--- src/rtl/vga_rx_decoder_pkg.sv ---
// Shared 640x480 timing defaults, decoder FSM states and signature step.
// Latency: n/a (package). Backpressure: n/a.
package vga_rx_decoder_pkg;

    localparam int       VGA_H_DISPLAY   = 640;
    localparam int       VGA_H_BACK      = 48;
    localparam int       VGA_H_SYNC      = 96;
    localparam int       VGA_H_TOTAL     = 800;
    localparam int       VGA_V_DISPLAY   = 480;
    localparam int       VGA_V_BACK      = 33;
    localparam int       VGA_V_SYNC      = 2;
    localparam int       VGA_V_TOTAL     = 525;
    localparam logic     VGA_SYNC_ACTIVE = 1'b0;

    typedef enum logic [1:0] {
        ST_SEARCH = 2'd0,
        ST_ALIGN  = 2'd1,
        ST_LOCKED = 2'd2
    } rx_state_t;

    // Rotate-left by one, then fold in the 12-bit pixel.
    function automatic logic [15:0] sig_step(input logic [15:0] s, input logic [11:0] c);
        return {s[14:0], s[15]} ^ {4'h0, c};
    endfunction

endpackage

--- src/rtl/vga_sync_edge.sv ---
// Sync sampler: keeps the last p_tick sample and flags the assertion edge.
// Latency: edge is combinational on the sampling tick. Backpressure: none.
module vga_sync_edge #(
    parameter logic SYNC_ACTIVE = 1'b0
) (
    input  logic i_clk,
    input  logic i_rst_n,
    input  logic i_tick,
    input  logic i_sync,
    output logic o_edge
);

    logic r_level;

    // Resetting to the active level means a stream already inside its sync
    // pulse at reset release does not produce a spurious edge.
    always_ff @(posedge i_clk or negedge i_rst_n) begin
        if (!i_rst_n) begin
            r_level <= SYNC_ACTIVE;
        end else if (i_tick) begin
            r_level <= i_sync;
        end
    end

    assign o_edge = i_tick && (i_sync == SYNC_ACTIVE) && (r_level != SYNC_ACTIVE);

endmodule

--- src/rtl/vga_rx_decoder.sv ---
// VGA receive decoder: locks to sync timing, emits per-pixel x/y/rgb and a per-frame signature.
// Latency: outputs registered, one clk after the p_tick sample. Backpressure: none (stream sink).
// Optional VGA_RX_ERRCNT_EN adds a saturating err_count[7:0] output.
module vga_rx_decoder
    import vga_rx_decoder_pkg::*;
#(
    parameter int   H_DISPLAY   = VGA_H_DISPLAY,
    parameter int   H_BACK      = VGA_H_BACK,
    parameter int   H_SYNC      = VGA_H_SYNC,
    parameter int   H_TOTAL     = VGA_H_TOTAL,
    parameter int   V_DISPLAY   = VGA_V_DISPLAY,
    parameter int   V_BACK      = VGA_V_BACK,
    parameter int   V_SYNC      = VGA_V_SYNC,
    parameter int   V_TOTAL     = VGA_V_TOTAL,
    parameter logic SYNC_ACTIVE = VGA_SYNC_ACTIVE
) (
    input  logic        clk_100MHz,
    input  logic        reset,
    input  logic        p_tick,
    input  logic        hsync,
    input  logic        vsync,
    input  logic [11:0] rgb,
    output logic        pix_valid,
    output logic [9:0]  pix_x,
    output logic [9:0]  pix_y,
    output logic [11:0] pix_rgb,
    output logic        locked,
    output logic        frame_done,
    output logic [15:0] frame_sig,
    output logic        timing_err
`ifdef VGA_RX_ERRCNT_EN
    ,
    output logic [7:0]  err_count
`endif
);

    localparam logic [9:0] L_H_LAST = 10'(H_TOTAL - 1);
    localparam logic [9:0] L_H_ACT0 = 10'(H_SYNC + H_BACK);
    localparam logic [9:0] L_H_ACT1 = 10'(H_SYNC + H_BACK + H_DISPLAY);
    localparam logic [9:0] L_V_LAST = 10'(V_TOTAL - 1);
    localparam logic [9:0] L_V_ACT0 = 10'(V_SYNC + V_BACK);
    localparam logic [9:0] L_V_ACT1 = 10'(V_SYNC + V_BACK + V_DISPLAY);

    rx_state_t   r_state, w_state_nxt;
    logic [9:0]  r_hpos, r_vline, w_hpos_nxt, w_vline_nxt;
    logic [15:0] r_sig, w_sig_nxt, r_frame_sig;
    logic [9:0]  r_pix_x, r_pix_y;
    logic [11:0] r_pix_rgb;
    logic        r_pix_valid, r_frame_done, r_timing_err;
    logic        w_hedge, w_vedge, w_err, w_chk, w_active, w_pix, w_frame_done;

    vga_sync_edge #(.SYNC_ACTIVE(SYNC_ACTIVE)) u_hsync_edge (
        .i_clk   (clk_100MHz),
        .i_rst_n (reset),
        .i_tick  (p_tick),
        .i_sync  (hsync),
        .o_edge  (w_hedge)
    );

    vga_sync_edge #(.SYNC_ACTIVE(SYNC_ACTIVE)) u_vsync_edge (
        .i_clk   (clk_100MHz),
        .i_rst_n (reset),
        .i_tick  (p_tick),
        .i_sync  (vsync),
        .o_edge  (w_vedge)
    );

    always_comb begin
        w_state_nxt  = r_state;
        w_hpos_nxt   = r_hpos;
        w_vline_nxt  = r_vline;
        w_sig_nxt    = r_sig;
        w_err        = 1'b0;
        w_chk        = 1'b0;
        w_active     = 1'b0;
        w_pix        = 1'b0;
        w_frame_done = 1'b0;
        if (p_tick) begin
            // hpos holds at the last position so a missing hsync stays visible.
            if (w_hedge)                 w_hpos_nxt = '0;
            else if (r_hpos != L_H_LAST) w_hpos_nxt = r_hpos + 10'd1;
            if (w_vedge)                 w_vline_nxt = '0;
            else if (w_hedge)            w_vline_nxt = r_vline + 10'd1;

            w_active = (w_hpos_nxt >= L_H_ACT0) && (w_hpos_nxt < L_H_ACT1) &&
                       (w_vline_nxt >= L_V_ACT0) && (w_vline_nxt < L_V_ACT1);

            w_chk = (r_state == ST_ALIGN) || (r_state == ST_LOCKED);
            if (w_chk) begin
                if (w_hedge && (r_hpos != L_H_LAST))   w_err = 1'b1;
                if (!w_hedge && (r_hpos == L_H_LAST))  w_err = 1'b1;
                if (w_vedge && (r_vline != L_V_LAST))  w_err = 1'b1;
            end

            case (r_state)
                ST_SEARCH: begin
                    if (w_vedge) w_state_nxt = ST_ALIGN;
                end
                ST_ALIGN: begin
                    if (w_err) begin
                        w_state_nxt = ST_SEARCH;
                    end else if (w_vedge) begin
                        w_state_nxt = ST_LOCKED;
                        w_sig_nxt   = '0;
                    end
                end
                ST_LOCKED: begin
                    if (w_err) begin
                        w_state_nxt = ST_SEARCH;
                    end else if (w_vedge) begin
                        w_frame_done = 1'b1;
                        w_sig_nxt    = '0;
                    end else if (w_active) begin
                        w_pix     = 1'b1;
                        w_sig_nxt = sig_step(r_sig, rgb);
                    end
                end
                default: w_state_nxt = ST_SEARCH;
            endcase
        end
    end

    always_ff @(posedge clk_100MHz or negedge reset) begin
        if (!reset) begin
            r_state      <= ST_SEARCH;
            r_hpos       <= '0;
            r_vline      <= '0;
            r_sig        <= '0;
            r_frame_sig  <= '0;
            r_pix_x      <= '0;
            r_pix_y      <= '0;
            r_pix_rgb    <= '0;
            r_pix_valid  <= 1'b0;
            r_frame_done <= 1'b0;
            r_timing_err <= 1'b0;
        end else begin
            r_state      <= w_state_nxt;
            r_hpos       <= w_hpos_nxt;
            r_vline      <= w_vline_nxt;
            r_sig        <= w_sig_nxt;
            r_pix_valid  <= w_pix;
            r_frame_done <= w_frame_done;
            r_timing_err <= w_err;
            if (w_pix) begin
                r_pix_x   <= w_hpos_nxt - L_H_ACT0;
                r_pix_y   <= w_vline_nxt - L_V_ACT0;
                r_pix_rgb <= rgb;
            end
            if (w_frame_done) r_frame_sig <= r_sig;
        end
    end

`ifdef VGA_RX_ERRCNT_EN
    logic [7:0] r_err_count;

    always_ff @(posedge clk_100MHz or negedge reset) begin
        if (!reset) begin
            r_err_count <= '0;
        end else if (w_err && (r_err_count != 8'hFF)) begin
            r_err_count <= r_err_count + 8'd1;
        end
    end

    assign err_count = r_err_count;
`endif

    assign pix_valid  = r_pix_valid;
    assign pix_x      = r_pix_x;
    assign pix_y      = r_pix_y;
    assign pix_rgb    = r_pix_rgb;
    assign locked     = (r_state == ST_LOCKED);
    assign frame_done = r_frame_done;
    assign frame_sig  = r_frame_sig;
    assign timing_err = r_timing_err;

endmodule

--- config.mk ---
export PLATFORM = sky130hd
export DESIGN_NAME = vga_rx_decoder
export DESIGN_NICKNAME = d
export VERILOG_FILES = /design/src/rtl/vga_rx_decoder_pkg.sv /design/src/rtl/vga_sync_edge.sv /design/src/rtl/vga_rx_decoder.sv
export SDC_FILE = /design/constraint.sdc
export NUM_CORES = 1
export LEC_CHECK = 0
export BUFFER_PORTS_ARGS = -buffer_cell sky130_fd_sc_hd__buf_2
export CELL_PAD_IN_SITES_DETAIL_PLACEMENT = 1
export CELL_PAD_IN_SITES_GLOBAL_PLACEMENT = 1
export CORE_ASPECT_RATIO = 0.9
export CORE_MARGIN = 3
export CORE_UTILIZATION = 36
export DETAILED_ROUTE_END_ITERATION = 10
export PLACE_DENSITY = 0.65
export SLEW_MARGIN = 20
export SYNTH_ARGS = -nofsm -noshare
export SYNTH_HDL_FRONTEND = slang
export SYNTH_HIERARCHICAL = 1
export SYNTH_SLANG_ARGS = --single-unit
--- constraint.sdc ---
create_clock -name clk_100MHz -period 3.6 [get_ports clk_100MHz]
set_input_delay 0 -clock clk_100MHz [delete_from_list [all_inputs] [get_ports clk_100MHz]]
set_output_delay 0 -clock clk_100MHz [all_outputs]
set_load 0.005 [all_outputs]
==> flow_summary.yaml <==
die:
  initial_core_util_pct: 37.7
  rows: 38
  dieArea_um2: 14300
  die_x_um: 126
  fp.dieH_um: 114
  core_um2: 12300
  io_pins: 69
clocking:
  root_buffer: "clkbuf_16"
  tritoncts: "built"
  cts_num_sinks: 91
  numCtsBuffers: 9
  clk_path_buf_depth: 2
  cts_setup_buffers: 0
  cts.clk_slew.worst_paths_ps: 60
  clk_latency_ps: 350
  h-tree-depth: 3
global_route:
  grt_start_max_net_pins: 71
  track_usage_pct: 16.4
  grt_antenna_before_repair: 0
  grt_pass1_wl_mm: 18.9
  grt_pass1_vias: 3661
  grt-ovfl-total: 0
sta:
  slew_headroom_pct: 39.8
  setup_tns_ps: 0
  report.final.slew_viol_count: 0
  fin_crit_ps: 3310
  worstMarginPinSlew_ps: 902
  rsz0062_at_grt: "false"
  max_freq_mhz: 302
  hold_viol: 0
  finalCritPeriodShare_pct: 92.1
  clock_skew_ps: 7.14
  setup_violations: 0
outcome:
  status: "finished clean"
cells_and_area:
  finalNonFillerCells: 640
  fillers: 1339
  multi_input_area_um2: 2180
  syn_to_final_growth_pct: 20.2
  final_cell_mix: "91 x dfrtp_1, 67 x buf_2, 29 x mux2_4, 23 x mux2_2, 21 x inv_1"
  nets: 501
  layout-drive-gt1-share_pct: 31.7
  antenna-diode-count: 0
  layout_commonest_cell: "dfrtp_1"
  regArea_um2: 2280
pwr:
  p_per_area_nw_per_um2: 490
  peakVddDrop_v: 0.000229
  p_leak_nw: 2.90
routing:
  ant_nets: 0
  wl_per_cell_um: 17.6
  drc: 0
  routed_wl_mm: 11.2
  vias: 3360
  first_pass_iters: 4
  drt_iter0_drc: 160
  routed_via_density: 5.25
synthesis:
  ys_top_cells_by_area: "dfrtp_1 49%, mux2_4 9.4%, mux2_2 5.6%"
  ys_ff_latch: 91
  synth_top_area_share_pct: 49.0
  synth_cells: 392
  synth_warnings: 6
  netlist_area_um2: 4650
  async_flop_share_pct: 100
  yosysTopAreaCell: "dfrtp_1"
  postSynthAreaPerCell_um2: 11.9
  synth-seq-area-share_pct: 49.0
  synth_edf_count: 0
  ys.flop_type: "dfrtp_1"
  synth_cell_type_count: 58
  syn-num-nets: 417
placed_design:
  hpwl_mm: 7.63
  io_buffer_count: 68
  place.gp.congestion: 0.824
  place_inst: 610
setup_path:
  endpoint_kind: "flip-flop"
  crit_type: "in -> reg"
  path_max_fanout: 33
  reg2reg_depth: 10
  required_ps: 3830
  rr_startpoint: "u_hsync_edge/r_level$_DFFE_PN0P_"
  rrSetupSlack_ps: 300
  worst_r2r_endpoint: "pix_rgb[2]$_DFFE_PN0P_"
  slowest_stage: "dlygate4sd3_1"
  start_kind: "input pin"
  max_stage_delay_ps: 540
  cp.arrival_ps: 3540
  cp_cell_sequence: "dlygate4sd3_1 > buf_2 > and3b_2 > nand4_4 > or4_1 > a21oi_2 > a32oi_1 > a2bb2oi_1 > or2_4 > or3_2 > buf_12 > mux2_4"
min_path:
  holdPathStages: 3
  hold_class: "in -> reg"
  hp-start: "p_tick"
  min_to: "r_hpos[2]$_DFF_PN0_"
flow_run:
  drv_cap: 0
-- Yosys cell counts (all sizes together), types with 3 or more instances --
cell	n
dfrtp	91
mux2	52
o21ai	12
buf	11
clkbuf	7
nand4	5
nor2	17
ha	8
mux2i	5
and2	3
o21bai	3
xnor2	11
o2bb2ai	4
nor3	9
o31ai	5
or3	4
xor2	16
inv	22
and3	4
and3b	3
nand3	7
a21oi	15
o22ai	3
a211oi	3
a22o	20
nand2	20
-- cell families after synthesis --
group,after synthesis,share of synthesized area (%)
and+or+nand+nor,86,10.5
buffers and inverters,40,4.20
xor gates and xnor gates,27,5.09
AOI/OAI and AO/OA,83,13.0
DFF,91,49.0
adders and majority gates,8,2.15
muxes,57,16.0
-- per-stage QoR --
stage                     utilization, %  hold slack [ps]  cell area, um^2  worst slack (ps)  power (mW)
final                               45.4              235             5590               286        2.74
after detailed placement            41.8              197             5150               326        1.81
after floorplan                        -             -296             4650               685        1.61
after global routing                45.4              252             5590               164        2.89
after CTS                           45.4              225             5590               306        2.77
after global placement              41.8              176             5150               426        1.78
-- area by class of cell --
class | instances | area share [%]
clock buffer | 11 | 4.17
clock inverter | 4 | 0.941
inverter | 22 | 1.48
multi-input combinational | 261 | 38.9
sequential | 91 | 40.8
tap | 160 | 3.58
timing repair buffer | 91 | 10.1
-- sequential cells by signal, summed over array words and instances (netlist names) --
register              cells
frame_done                1
frame_sig                16
pix_rgb                  12
pix_valid                 1
pix_x                    10
pix_y                    10
r_hpos                   10
r_sig                    16
r_state                   2
r_vline                  10
timing_err                1
u_hsync_edge/r_level      1
u_vsync_edge/r_level      1
-- power by group --
| group | switching [mW] | internal, mW | leakage (nW) |
|---|---|---|---|
| Sequential | 0.111 | 1.10 | 1.22 |
| Clock | 0.397 | 0.536 | 0.140 |
| Combinational | 0.333 | 0.259 | 1.54 |
-- worst max-delay path by stage --
stage | startpoint | slack, ps | depth (start not counted) | to
6_report | hsync | 290 | 12 | pix_rgb[2]$_DFFE_PN0P_
5_1_grt | u_hsync_edge/r_level$_DFFE_PN0P_ | 160 | 10 | pix_rgb[2]$_DFFE_PN0P_
4_1_cts | hsync | 310 | 12 | pix_rgb[2]$_DFFE_PN0P_
3_5_place_dp | u_hsync_edge/r_level$_DFFE_PN0P_ | 330 | 10 | pix_y[3]$_DFFE_PN0P_
3_3_place_gp | u_hsync_edge/r_level$_DFFE_PN0P_ | 430 | 10 | pix_y[8]$_DFFE_PN0P_
2_1_floorplan | u_hsync_edge/r_level$_DFFE_PN0P_ | 690 | 12 | pix_rgb[0]$_DFFE_PN0P_
-- what timing repair did --
| action | CTS | global route |
|---|---|---|
| resized for setup | 0 | 0 |
| endpoints found under the hold margin | 83 | 0 |
| hold buffers | 15 | 0 |
-- layer usage --
layer / global-route usage, % / up-vias / routed length, um
met5: 0 / - / 0
met4: 6.00 / 0 / 210
met3: 3.93 / 15 / 367
met2: 27.2 / 53 / 5350
met1: 21.1 / 1707 / 5310
li1: - / 1585 / -
-- critical path: cells and delay by family --
kind / cells / cell delay [ps]
simple gates: 5 / 1820
compound gates: 3 / 480
mux: 1 / 320
buf+inv: 3 / 900
No activity file was read; power rests on OpenSTA's default activity.
